File: config.mk
export PLATFORM = sky130hd
export DESIGN_NAME = id_hazard_scoreboard
export DESIGN_NICKNAME = d
export VERILOG_FILES = /design/src/rtl/id_hazard_scoreboard.sv
export SDC_FILE = /design/constraint.sdc
export NUM_CORES = 1
export LEC_CHECK = 0
export BUFFER_PORTS_ARGS = -buffer_cell sky130_fd_sc_hd__clkbuf_2
export CORE_UTILIZATION = 45
export DETAILED_ROUTE_END_ITERATION = 10
export HOLD_SLACK_MARGIN = 0.12
export MAX_ROUTING_LAYER = met4
export PLACE_DENSITY = 0.68
export SLEW_MARGIN = 0
export SYNTH_ARGS = -nofsm -noshare
export SYNTH_HDL_FRONTEND = slang
export SYNTH_SLANG_ARGS = --single-unit
File: constraint.sdc
create_clock -name clk -period 1.6 [get_ports clk]
set_input_delay 0 -clock clk [delete_from_list [all_inputs] [get_ports clk]]
set_output_delay 0 -clock clk [all_outputs]
set_load 0.01 [all_outputs]
File: src/rtl/id_hazard_scoreboard.sv
// id_hazard_scoreboard
// ID-stage hazard scoreboard. Keeps a shift table of in-flight writers from
// EX (slot 0) to WB (slot PIPE_DEPTH-1), each carrying the first slot index at
// which its result can be forwarded. Per ID source operand it returns a
// forwarding select (0 = regfile, k = slot k-1) or requests a stall when the
// youngest matching producer is not yet ready.
// Optional build macro: SCOREBOARD_STATS_EN adds saturating stall/forward
// event counters and their output ports.
module id_hazard_scoreboard #(
   parameter int NUM_SRC    = 2,
   parameter int PIPE_DEPTH = 3,
   parameter int REG_AW     = 5,
   parameter int LAT_W      = 2,
   parameter int SEL_W      = $clog2(PIPE_DEPTH + 1)
) (
   input  logic                        clk,
   input  logic                        rst,
   input  logic                        pipe_hold,
   input  logic                        issue_valid,
   input  logic                        issue_we,
   input  logic [REG_AW-1:0]           issue_waddr,
   input  logic [LAT_W-1:0]            issue_lat,
   input  logic [NUM_SRC-1:0]          src_valid,
   input  logic [NUM_SRC*REG_AW-1:0]   src_addr,
   output logic [NUM_SRC*SEL_W-1:0]    fwd_sel,
   output logic                        stallreq
`ifdef SCOREBOARD_STATS_EN
   ,
   output logic [31:0]                 stat_stall_cnt,
   output logic [31:0]                 stat_fwd_cnt
`endif
);

   logic              slot_valid [PIPE_DEPTH];
   logic              slot_we    [PIPE_DEPTH];
   logic [REG_AW-1:0] slot_waddr [PIPE_DEPTH];
   logic [LAT_W-1:0]  slot_lat   [PIPE_DEPTH];

   logic [SEL_W-1:0]  sel        [NUM_SRC];
   logic [NUM_SRC-1:0] hazard;
   logic              accept;

   assign stallreq = issue_valid & (|hazard);
   assign accept   = issue_valid & ~stallreq & ~pipe_hold;

   // Advance the in-flight table one stage per unfrozen edge; a stalled or
   // empty ID slot enters EX as a bubble. Writes to $0 are recorded as non-writers.
   always_ff @(posedge clk) begin
      if (rst) begin
         for (int k = 0; k < PIPE_DEPTH; k++) begin
            slot_valid[k] <= 1'b0;
            slot_we[k]    <= 1'b0;
            slot_waddr[k] <= '0;
            slot_lat[k]   <= '0;
         end
      end else if (!pipe_hold) begin
         for (int k = PIPE_DEPTH - 1; k > 0; k--) begin
            slot_valid[k] <= slot_valid[k-1];
            slot_we[k]    <= slot_we[k-1];
            slot_waddr[k] <= slot_waddr[k-1];
            slot_lat[k]   <= slot_lat[k-1];
         end
         slot_valid[0] <= accept;
         slot_we[0]    <= accept & issue_we & (issue_waddr != '0);
         slot_waddr[0] <= issue_waddr;
         slot_lat[0]   <= issue_lat;
      end
   end

   // Per-source lookup: scan oldest to youngest so the youngest match wins.
   always_comb begin
      hazard = '0;
      for (int i = 0; i < NUM_SRC; i++) begin
         sel[i] = '0;
         if (src_valid[i] && (src_addr[i*REG_AW +: REG_AW] != '0)) begin
            for (int k = PIPE_DEPTH - 1; k >= 0; k--) begin
               if (slot_valid[k] && slot_we[k] &&
                   (slot_waddr[k] == src_addr[i*REG_AW +: REG_AW])) begin
                  if (k >= int'(slot_lat[k])) begin
                     sel[i]    = SEL_W'(k + 1);
                     hazard[i] = 1'b0;
                  end else begin
                     sel[i]    = '0;
                     hazard[i] = 1'b1;
                  end
               end
            end
         end
      end
   end

   for (genvar g = 0; g < NUM_SRC; g++) begin : g_pack
      assign fwd_sel[g*SEL_W +: SEL_W] = sel[g];
   end

`ifdef SCOREBOARD_STATS_EN
   logic fwd_any;
   assign fwd_any = |fwd_sel;

   // Saturating event counters: real stall cycles, and accepted
   // instructions that used at least one forwarding path.
   always_ff @(posedge clk) begin
      if (rst) begin
         stat_stall_cnt <= '0;
         stat_fwd_cnt   <= '0;
      end else begin
         if (stallreq && !pipe_hold && (stat_stall_cnt != 32'hFFFF_FFFF))
            stat_stall_cnt <= stat_stall_cnt + 32'd1;
         if (accept && fwd_any && (stat_fwd_cnt != 32'hFFFF_FFFF))
            stat_fwd_cnt <= stat_fwd_cnt + 32'd1;
      end
   end
`endif

endmodule

==> flow_metrics.py, run 1 <==
metrics = {
    "setup_path": {
        "worstSetupPathType": "reg2out",
        "arrival_ns": 2.27,
        "worst-path-buf-inv": 2,
        "critPathSlowestCell": "edfxtp_1",
        "cp-start-kind": "flip-flop",
        "path_depth": 8,
        "cpPeakStageDelay_ns": 0.44,
        "cp-end-kind": "output pin",
        "worstPathCellList": "xnor2_1 -> nand3_1 -> o311a_1 -> a221o_1 -> a22oi_2 -> buf_4 -> nor2b_1 -> clkbuf_2",
        "critical-path-top-delay-family": "compound AO/OA/AOI/OAI gates",
        "r2r_cells": 7,
        "path_max_fanout": 3,
        "worstPathRequired_ns": 1.60,
    },
    "synth": {
        "synth_area_um2": 1570,
        "synth_edf_count": 27,
        "yosysUniqueCellTypes": 30,
        "synth_ff_type": "edfxtp_1",
        "syn_area_per_cell_um2": 11.3,
        "netlist_instances": 138,
        "yosysWarnings": 0,
        "ys_ff_latch": 27,
        "synth.net_count": 162,
        "ys_async_sr_fraction_pct": 0,
        "ys_seq_area_share_pct": 51.8,
    },
    "final_layout": {
        "nets": 228,
        "layout_commonest_cell": "edfxtp_1",
        "area_delta_synth_final_pct": 38.1,
        "num_antenna_cells": 0,
        "stdcell_count": 249,
        "drive_gt1_share_pct": 37.4,
        "layout_common_cells": "27 x edfxtp_1, 26 x buf_4, 25 x and2_1",
    },
    "sta": {
        "relSlewSlack_pct": 75.3,
        "maxSlewViolCount": 0,
        "setup_viol_count_final": 7,
        "worst_clock_skew_ns": 0.00282,
        "worst_pin_slew_ns": 0.368,
        "setup_ws_ns": -0.666,
        "fin_crit_ns": 2.27,
        "rsz0062_at_grt": "true",
        "hold-worst-slack_ns": 0.135,
        "finalHoldViolations": 0,
        "max_freq_mhz": 441,
        "timing.final.crit_share_pct": 142,
    },
    "clock_tree": {
        "cts_buffers": 3,
        "clock_sinks": 27,
        "htree_levels": 1,
        "clk_pin_slew_ns": 0.15,
        "insertion_delay_ns": 0.32,
        "cts-root-buf": "clkbuf_4",
        "cts_tree": "yes",
        "cts_buffer_depth": 2,
    },
    "drt": {
        "wl_per_cell_um": 14.4,
        "via_per_inst": 5.19,
        "dr.pass1.iters": 4,
        "drt_iter0_drc": 68,
        "drt-total-wl_mm": 3.58,
        "vias": 1293,
        "drc_errors": 0,
        "ant_nets": 0,
    },
    "run_status": {
        "failed_checks": "setup timing",
        "outcome": "finished with violations",
    },
    "place": {
        "dpl.cell_count": 231,
        "numPortBuffers": 28,
        "globalplace.congestion": 0.852,
        "dpl.hpwl_mm": 2.59,
    },
    "floorplanning": {
        "die-area_um2": 3720,
        "io_pins": 29,
        "core_um2": 3340,
        "die-width_um": 61.0,
        "fp-row-count": 21,
        "start_util_pct": 46.9,
        "fp.dieH_um": 61.0,
    },
    "grt": {
        "grt_start_max_net_pins": 28,
        "grt_pass1_vias": 1209,
        "antenna_found_initial": 0,
        "grt_use_total_pct": 21.4,
        "grt_pass1_wl_mm": 5.33,
        "gr-total-overflow": 0,
    },
    "power_and_ir_drop": {
        "max-vdd-ir-drop_mv": 0.366,
        "leakagePower_uw": 0.000884,
        "p_per_area_nw_per_um2": 682,
    },
    "flow_run": {
        "maxCapViolCount": 0,
    },
    "worst_hold_path": {
        "worstHoldPathType": "in2reg",
        "hold_depth": 3,
    },
}
-- worst reg2reg max path, cell delays in order (launching register included) --
cell and delay [ns]:
edfxtp_1 0.44, xnor2_1 0.19, nand3_1 0.16, o311a_1 0.35
a221o_1 0.32, a22oi_2 0.20, buf_4 0.15, and3_4 0.15
-- power by group --
part | internal (µW) | switching [µW]
registers | 830 | 34.7
clock network | 93.7 | 203
logic | 166 | 147
-- synth_stat cells (2+ instances only) --
master     n  area share [%]
xor2_1    12             6.7
edfxtp_1  27              52
nand3_1    2            0.64
nand4_1    4             1.6
a21oi_1    4             1.3
clkbuf_1   2            0.48
o21a_1     2            0.96
nor2_1     9             2.2
or4_1      3             1.4
nor3_1     7             2.2
o21ai_0    2            0.64
nand2_1    6             1.4
and2_1    25              10
xnor2_1   17             9.5
-- state kept, by name, indices dropped and copies added (netlist names) --
signal,cells
slot_waddr,15
slot_valid,3
slot_lat,6
slot_we,3
-- cell families (layout without fill, tap and decap cells) --
family	after synthesis	after routing	share of synthesized area, %
simple gates	66	66	24.3
xor+xnor	30	30	17.3
flops	27	27	51.8
compound gates	12	12	5.52
buf+inv	2	67	0.480
mux	1	1	0.640
-- layer usage --
metal / up-vias / wire [µm] / GRT usage [%]
met5: - / 0 / -
met4: 0 / 121 / 13.3
met3: 12 / 142 / 2.99
met2: 47 / 1920 / 37.7
met1: 598 / 1410 / 22.3
li1: 636 / - / -
-- per-stage QoR --
stage	cell area, µm²	total power (µW)	worst slack (ns)	util [%]	setup TNS, ns
floorplan	1570	1010	-0.162	-	-0.324
global placement	1920	1120	-0.212	57.4	-0.774
detailed placement	1920	1130	-0.305	57.4	-1.40
CTS	2080	1450	-0.576	62.4	-3.04
global route	2160	1540	-0.806	64.8	-4.38
finish	2160	1470	-0.666	64.8	-3.45
-- path summary, 6_finish.rpt --
path	startpoint	endpoint	slack, ns
max	slot_waddr[0][6]$_SDFFCE_PN0P_	stallreq	-0.67
min reg2reg	slot_lat[0][2]$_SDFFCE_PN0P_	slot_lat[0][4]$_SDFFCE_PN0P_	0.54
min	issue_we	slot_we[0][0]$_SDFFCE_PN0P_	0.13
max reg2reg	slot_waddr[0][6]$_SDFFCE_PN0P_	slot_valid[0][0]$_SDFFCE_PN0P_	-0.47
-- final cells by class --
class | count | area, µm²
multi-input combinational | 109 | 840
timing repair buffer | 63 | 427
sequential | 27 | 811
tap | 46 | 57.6
clock inverter | 1 | 5.00
clock buffer | 3 | 22.5
fill | 272 | 1170
-- what timing repair did --
action | 4_1_cts | 5_1_grt
setup buffers | 3 | 4
hold buffers | 8 | 0
endpoints found under the setup margin | 7 | 7
endpoints found under the hold margin | 9 | 0
resized for setup | 7 | 14
pin swaps | 5 | 13
(Power assumes the default switching activity.)
==> run 2, diff against run 1 <==
- ABC_AREA: unset -> 1
- PLACE_DENSITY: 0.68 -> 0.67
==> run 2 against run 1 <==
Against the previous run:
- the flow still finishes with violations (setup timing)
- critical path depth rose by 1
- worst setup slack improved by 0.50 ns
- first-iteration DRC count rose by 10%
- die area rose by 16%
- total power rose by 8.1%
- combinational power rose by 8.0%
- final cell count rose by 41%
- clock power rose by 31%
- critical endpoint unchanged
==> flow_metrics.py, run 2 <==
metrics = {
    "final_layout": {
        "largest_reg_flops": 15,
        "largest_register": "slot_waddr",
        "nFillCells": 359,
        "drive_gt1_share_pct": 32.0,
        "final_util_pct": 62.3,
        "multi_input_area_um2": 892,
        "layout_commonest_cell": "nand2_1",
        "regArea_um2": 811,
        "area_delta_synth_final_pct": 28.8,
        "num_antenna_cells": 0,
        "layout_common_cells": "57 x nand2_1, 45 x nor2_1, 35 x inv_1",
        "reg_top3": "slot_waddr: 15 flops, slot_lat: 6 flops",
        "nets": 328,
        "stdcell_count": 351,
    },
    "power_and_ir_drop": {
        "leakagePower_uw": 0.00112,
        "total_power_uw": 1590,
        "p_per_area_nw_per_um2": 679,
        "max-vdd-ir-drop_mv": 0.455,
    },
    "grt": {
        "gr-total-overflow": 0,
        "grt_pass1_wl_mm": 7.09,
        "grt_pass1_vias": 1592,
        "grt_start_max_net_pins": 28,
        "grt_use_total_pct": 22.7,
        "antenna_found_initial": 0,
    },
    "floorplanning": {
        "fp-row-count": 22,
        "fp.dieH_um": 65.7,
        "io_pins": 29,
        "die-width_um": 65.7,
        "die-area_um2": 4310,
        "start_util_pct": 48.3,
        "core_um2": 3770,
    },
    "sta": {
        "max_freq_mhz": 566,
        "timing.final.crit_share_pct": 110,
        "rsz0062_at_grt": "true",
        "worst_pin_slew_ns": 0.377,
        "hold-worst-slack_ns": 0.202,
        "relSlewSlack_pct": 74.6,
        "setup_ws_ns": -0.166,
        "finalHoldViolations": 0,
        "fin_crit_ns": 1.77,
        "worst_clock_skew_ns": 0.00417,
        "maxSlewViolCount": 0,
        "setup_viol_count_final": 7,
    },
    "drt": {
        "wl_per_cell_um": 12.4,
        "via_per_inst": 4.79,
        "vias": 1683,
        "drc_errors": 0,
        "drt-total-wl_mm": 4.34,
        "ant_nets": 0,
        "drt_iter0_drc": 75,
        "dr.pass1.iters": 4,
    },
    "synth": {
        "ys_async_sr_fraction_pct": 0,
        "synth_top_area_share_pct": 44.5,
        "yosysMostFrequentCell": "nand2_1",
        "synth_edf_count": 27,
        "syn_area_per_cell_um2": 7.29,
        "synth_ff_type": "edfxtp_1",
        "ys_seq_area_share_pct": 44.5,
        "yosysWarnings": 0,
        "synthTopCellsByCount": "60 x nand2_1, 55 x nor2_1, 42 x inv_1",
        "ys_ff_latch": 27,
        "synth.area.top_cells": "edfxtp_1 44%, nand2_1 12%, nor2_1 11%",
        "synth_area_um2": 1820,
        "netlist_instances": 250,
        "yosysUniqueCellTypes": 30,
        "synth_top_area_cell": "edfxtp_1",
        "synth.net_count": 274,
    },
    "run_status": {
        "outcome": "finished with violations",
        "failed_checks": "setup timing",
    },
    "place": {
        "dpl.hpwl_mm": 3.11,
        "preCtsSetupSlack_ns": 0.0381,
        "globalplace.congestion": 0.931,
        "numPortBuffers": 28,
        "dpl.cell_count": 325,
    },
    "setup_path": {
        "cpPeakStageDelay_ns": 0.44,
        "worstSetupPathType": "reg2out",
        "crit_start": "slot_waddr[0][2]$_SDFFCE_PN0P_",
        "worstPathCellList": "buf_4 -> xnor2_1 -> nand3_1 -> nor2_2 -> nor2_1 -> nand2_2 -> nand2_2 -> a21oi_2 -> buf_2",
        "critPathSlowestCell": "edfxtp_1",
        "path_common_cell": "nand2_2",
        "r2r_start": "slot_waddr[0][12]$_SDFFCE_PN0P_",
        "cp-end-kind": "output pin",
        "arrival_ns": 1.77,
        "r2r_cells": 9,
        "cp-start-kind": "flip-flop",
        "path_max_fanout": 3,
        "worstPathRequired_ns": 1.60,
    },
    "clock_tree": {
        "insertion_delay_ns": 0.27,
        "cts_buffers": 3,
        "cts-root-buf": "clkbuf_8",
        "cts_buffer_depth": 2,
        "clock_sinks": 27,
        "cts_tree": "yes",
        "clk_pin_slew_ns": 0.09,
        "htree_levels": 1,
    },
    "worst_hold_path": {
        "hold_start": "issue_valid",
        "worstHoldPathType": "in2reg",
        "hold_depth": 5,
    },
    "flow_run": {
        "maxCapViolCount": 0,
    },
}
==> run 2: cell types whose count changed after synthesis, sizes merged, moves of 4 or more <==
cell / before / now
and2: 25 / 0
inv: 0 / 47
nand2: 6 / 64
nand3: 2 / 13
nor2: 9 / 62
nor3: 7 / 2
o21ai: 2 / 6
xnor2: 18 / 6
xor2: 12 / 3
==> run 2: critical path, delay by kind of cell, from the launching register on <==
family          cells  cell delay (ns)
flops               1             0.44
compound gates      1             0.16
simple gates        5             0.44
buf+inv             2             0.32
xor+xnor            1             0.14
==> run 2: layer usage <==
metal	part of all wire [%]	global-route usage, %	wire [µm]
met3	3.6	2.08	158
met5	0	-	0
met1	45	29.4	1970
met2	50	37.2	2150
met4	1.3	7.34	57
==> run 2: metrics by stage <==
stage                     instance area [µm²]  TNS (ns)
after floorplan                          1820         0
after global placement                   2030         0
after detailed placement                 2030         0
after CTS                                2270    -0.569
after global routing                     2350     -1.42
final                                    2350    -0.636
==> run 2: repair_timing <==
| item | in CTS | in global routing |
|---|---|---|
| hold endpoints to repair | 8 | 0 |
| endpoints found under the setup margin | 5 | 8 |
| gates resized for setup | 9 | 26 |
| pin swaps | 22 | 17 |
| buffers inserted | 13 | 4 |
| hold buffers | 8 | 0 |
==> run 2: cell type report <==
class / count / share of cell area, %
multi-input cells: 172 / 38.0
repair buffers: 52 / 15.3
flip-flops and latches: 27 / 34.5
well taps: 48 / 2.56
clock buffers: 4 / 1.92
inverters: 48 / 7.67
==> run 2: kinds of logic (layout without fill, tap and decap cells) <==
kind of cell,Yosys count,count (layout),synth area share (%)
AO/OA/AOI/OAI,12,12,4.05
flip-flops,27,27,44.5
buffers and inverters,51,104,10.9
XOR/XNOR,9,9,4.32
AND/OR/NAND/NOR,151,151,36.2
==> run 2: worst paths after layout <==
check / end / slack (ns)
setup / recovery: stallreq / -0.17
hold / removal: slot_we[0][0]$_SDFFCE_PN0P_ / 0.20
hold reg to reg: slot_lat[0][2]$_SDFFCE_PN0P_ / 0.57
setup reg to reg: slot_valid[0][0]$_SDFFCE_PN0P_ / -0.07
==> run 2: power by group <==
group / internal (µW) / switching (µW) / total [µW]
Combinational: 146 / 192 / 338
Clock: 179 / 210 / 388
Sequential: 829 / 38.9 / 868
==> run 3, diff against run 2 <==
- CORE_ASPECT_RATIO: unset -> 1.25
- SKIP_CTS_REPAIR_TIMING: unset -> 1
==> run 3 against run 2 <==
Against the previous run:
- critical path type unchanged
- the run still ends with setup timing left
- maximum frequency grew 2.0%
- combinational power shrank 9.8%
- register-to-register slack gained 0.11 ns
- wire length shrank 4.7%
- worst setup slack gained 0.035 ns
- clock-buffer cell count is the same
- utilization shrank 3.5 points
==> flow_metrics.py, run 3 (synthesis gave the netlist of run 2 again) <==
metrics = {
    "sta": {
        "maxSlewViolCount": 0,
        "setup_viol_count_final": 5,
        "tns_ns": -0.378,
        "hold-worst-slack_ns": 0.125,
        "rsz0062_at_grt": "true",
        "worst_pin_slew_ns": 0.400,
        "timing.final.crit_share_pct": 108,
        "max_freq_mhz": 578,
        "fin_crit_ns": 1.73,
        "finalHoldViolations": 0,
        "setup_ws_ns": -0.131,
        "relSlewSlack_pct": 73.0,
        "worst_clock_skew_ns": 0.00345,
    },
    "power_and_ir_drop": {
        "leakagePower_uw": 0.00107,
        "p_per_area_nw_per_um2": 698,
        "max-vdd-ir-drop_mv": 0.462,
        "total_power_uw": 1570,
    },
    "place": {
        "globalplace.congestion": 0.912,
        "numPortBuffers": 28,
        "preCtsSetupSlack_ns": 0.0347,
        "dpl.hpwl_mm": 3.22,
    },
    "setup_path": {
        "worstSetupPathType": "reg2out",
        "path_max_fanout": 4,
        "cp-end-kind": "output pin",
        "r2r_slack_ns": 0.04,
        "cpPeakStageDelay_ns": 0.50,
        "critPathSlowestCell": "edfxtp_1",
        "arrival_ns": 1.73,
        "worst-path-buf-inv": 1,
        "worstPathRequired_ns": 1.60,
        "r2r_start": "slot_waddr[0][2]$_SDFFCE_PN0P_",
        "timing.rr.end": "slot_we[0][0]$_SDFFCE_PN0P_",
        "r2r_cells": 8,
        "cp-start-kind": "flip-flop",
        "critical-path-top-delay-family": "simple AND/OR/NAND/NOR gates",
        "worstPathCellList": "xnor2_2 -> nor2b_4 -> nand3_2 -> nand2_2 -> nor2_1 -> nand3_1 -> o31ai_2 -> buf_2",
    },
    "grt": {
        "grt_pass1_wl_mm": 6.76,
        "gr-total-overflow": 0,
        "grt_start_max_net_pins": 28,
        "antenna_found_initial": 0,
        "grt_pass1_vias": 1481,
        "grt_use_total_pct": 21.8,
    },
    "flow_run": {
        "maxCapViolCount": 0,
    },
    "final_layout": {
        "multi_input_area_um2": 893,
        "drive_gt1_share_pct": 27.5,
        "num_antenna_cells": 0,
        "largest_reg_flops": 15,
        "layout_common_cells": "59 x nand2_1, 46 x nor2_1, 39 x inv_1",
        "largest_register": "slot_waddr",
        "area_delta_synth_final_pct": 23.1,
        "nFillCells": 361,
        "nets": 316,
        "regArea_um2": 811,
        "layout_commonest_cell": "nand2_1",
        "reg_top3": "slot_waddr: 15 flops, slot_lat: 6 flops",
    },
    "clock_tree": {
        "clk_pin_slew_ns": 0.09,
        "clock_sinks": 27,
        "insertion_delay_ns": 0.27,
        "htree_levels": 1,
        "cts_buffers": 3,
        "cts_tree": "yes",
        "cts-root-buf": "clkbuf_8",
        "cts_buffer_depth": 2,
    },
    "drt": {
        "drc_errors": 0,
        "drt_iter0_drc": 50,
        "met1_length_mm": 1.85,
        "met2WireLength_mm": 2.09,
        "wl_met3_um": 122,
        "dr.pass1.iters": 4,
        "via_per_inst": 4.69,
        "drt-total-wl_mm": 4.14,
        "top_layer_used": "met4",
        "wl_per_cell_um": 12.0,
        "ant_nets": 0,
        "vias": 1619,
    },
    "floorplanning": {
        "fp-row-count": 25,
        "io_pins": 29,
        "fp.dieH_um": 73.2,
        "die-area_um2": 4310,
        "start_util_pct": 47.8,
        "core_um2": 3820,
        "die-width_um": 58.9,
    },
    "worst_hold_path": {
        "hold_depth": 3,
        "hold_start": "issue_we",
        "hold_path_end": "slot_we[0][0]$_SDFFCE_PN0P_",
        "worstHoldPathType": "in2reg",
    },
    "run_status": {
        "outcome": "finished with violations",
        "failed_checks": "setup timing",
    },
}
## run 3: changes by cell type in the layout (fill, tap and decap cells not counted), moves of 2 or more
| cell | before | now |
|---|---|---|
| buf_4 | 13 | 5 |
| inv_1 | 35 | 39 |
| inv_2 | 12 | 8 |
| buf_6 | 2 | 0 |
| nand2_1 | 57 | 59 |
| nand2_2 | 7 | 5 |
| o21ai_0 | 2 | 4 |
| o21ai_1 | 3 | 1 |
## run 3: where the power goes
group,leakage (µW),internal (µW),total [µW],switching (µW)
clock network,0.0000228,179,395,217
logic,0.000754,122,305,183
registers,0.000298,829,865,36.2
## run 3: layout make-up
class,instances,area share (%)
Multi-Input combinational cell,172,39.8
Clock buffer,4,2.01
Tap cell,54,3.01
Sequential cell,27,36.1
Inverter,48,8.03
Timing Repair Buffer,40,11.0
## run 3: worst register-to-register path, stage by stage, from the launching register on
cell and delay, ns:
edfxtp_1 0.50, xnor2_2 0.23, nor2b_4 0.18, nand3_2 0.10, nor2_2 0.13, nor2_2 0.05, nand2_2 0.08, nand3_2 0.08
nor2_2 0.08
## run 3: routing by layer
| metal | global-route usage [%] | vias to the layer above |
|---|---|---|
| met3 | 2.13 | 6 |
| met2 | 35.5 | 27 |
| met5 | - | - |
| met1 | 28.0 | 728 |
| li1 | - | 858 |
| met4 | 8.20 | 0 |
## run 3: per-stage QoR
stage / utilization, % / instances / cell area [µm²]
2_1_floorplan: - / 250 / 1820
6_report: 58.8 / 345 / 2240
4_1_cts: 54.5 / 336 / 2080
5_1_grt: 58.8 / 345 / 2240
3_3_place_gp: 53.3 / 332 / 2030
3_5_place_dp: 53.3 / 332 / 2030
## run 3: worst max path at each step
stage                                   startpoint                          end  slack [ns]  depth (start not counted)
floorplan           slot_waddr[0][4]$_SDFFCE_PN0P_  slot_we[0][0]$_SDFFCE_PN0P_        0.24                          9
global placement    slot_waddr[0][4]$_SDFFCE_PN0P_  slot_we[0][0]$_SDFFCE_PN0P_        0.02                          8
detailed placement  slot_waddr[0][4]$_SDFFCE_PN0P_  slot_we[0][0]$_SDFFCE_PN0P_        0.03                          8
CTS                 slot_waddr[0][4]$_SDFFCE_PN0P_                     stallreq       -0.16                          8
global route        slot_waddr[0][2]$_SDFFCE_PN0P_                   fwd_sel[3]       -0.24                          8
finish              slot_waddr[0][2]$_SDFFCE_PN0P_                   fwd_sel[3]       -0.13                          8
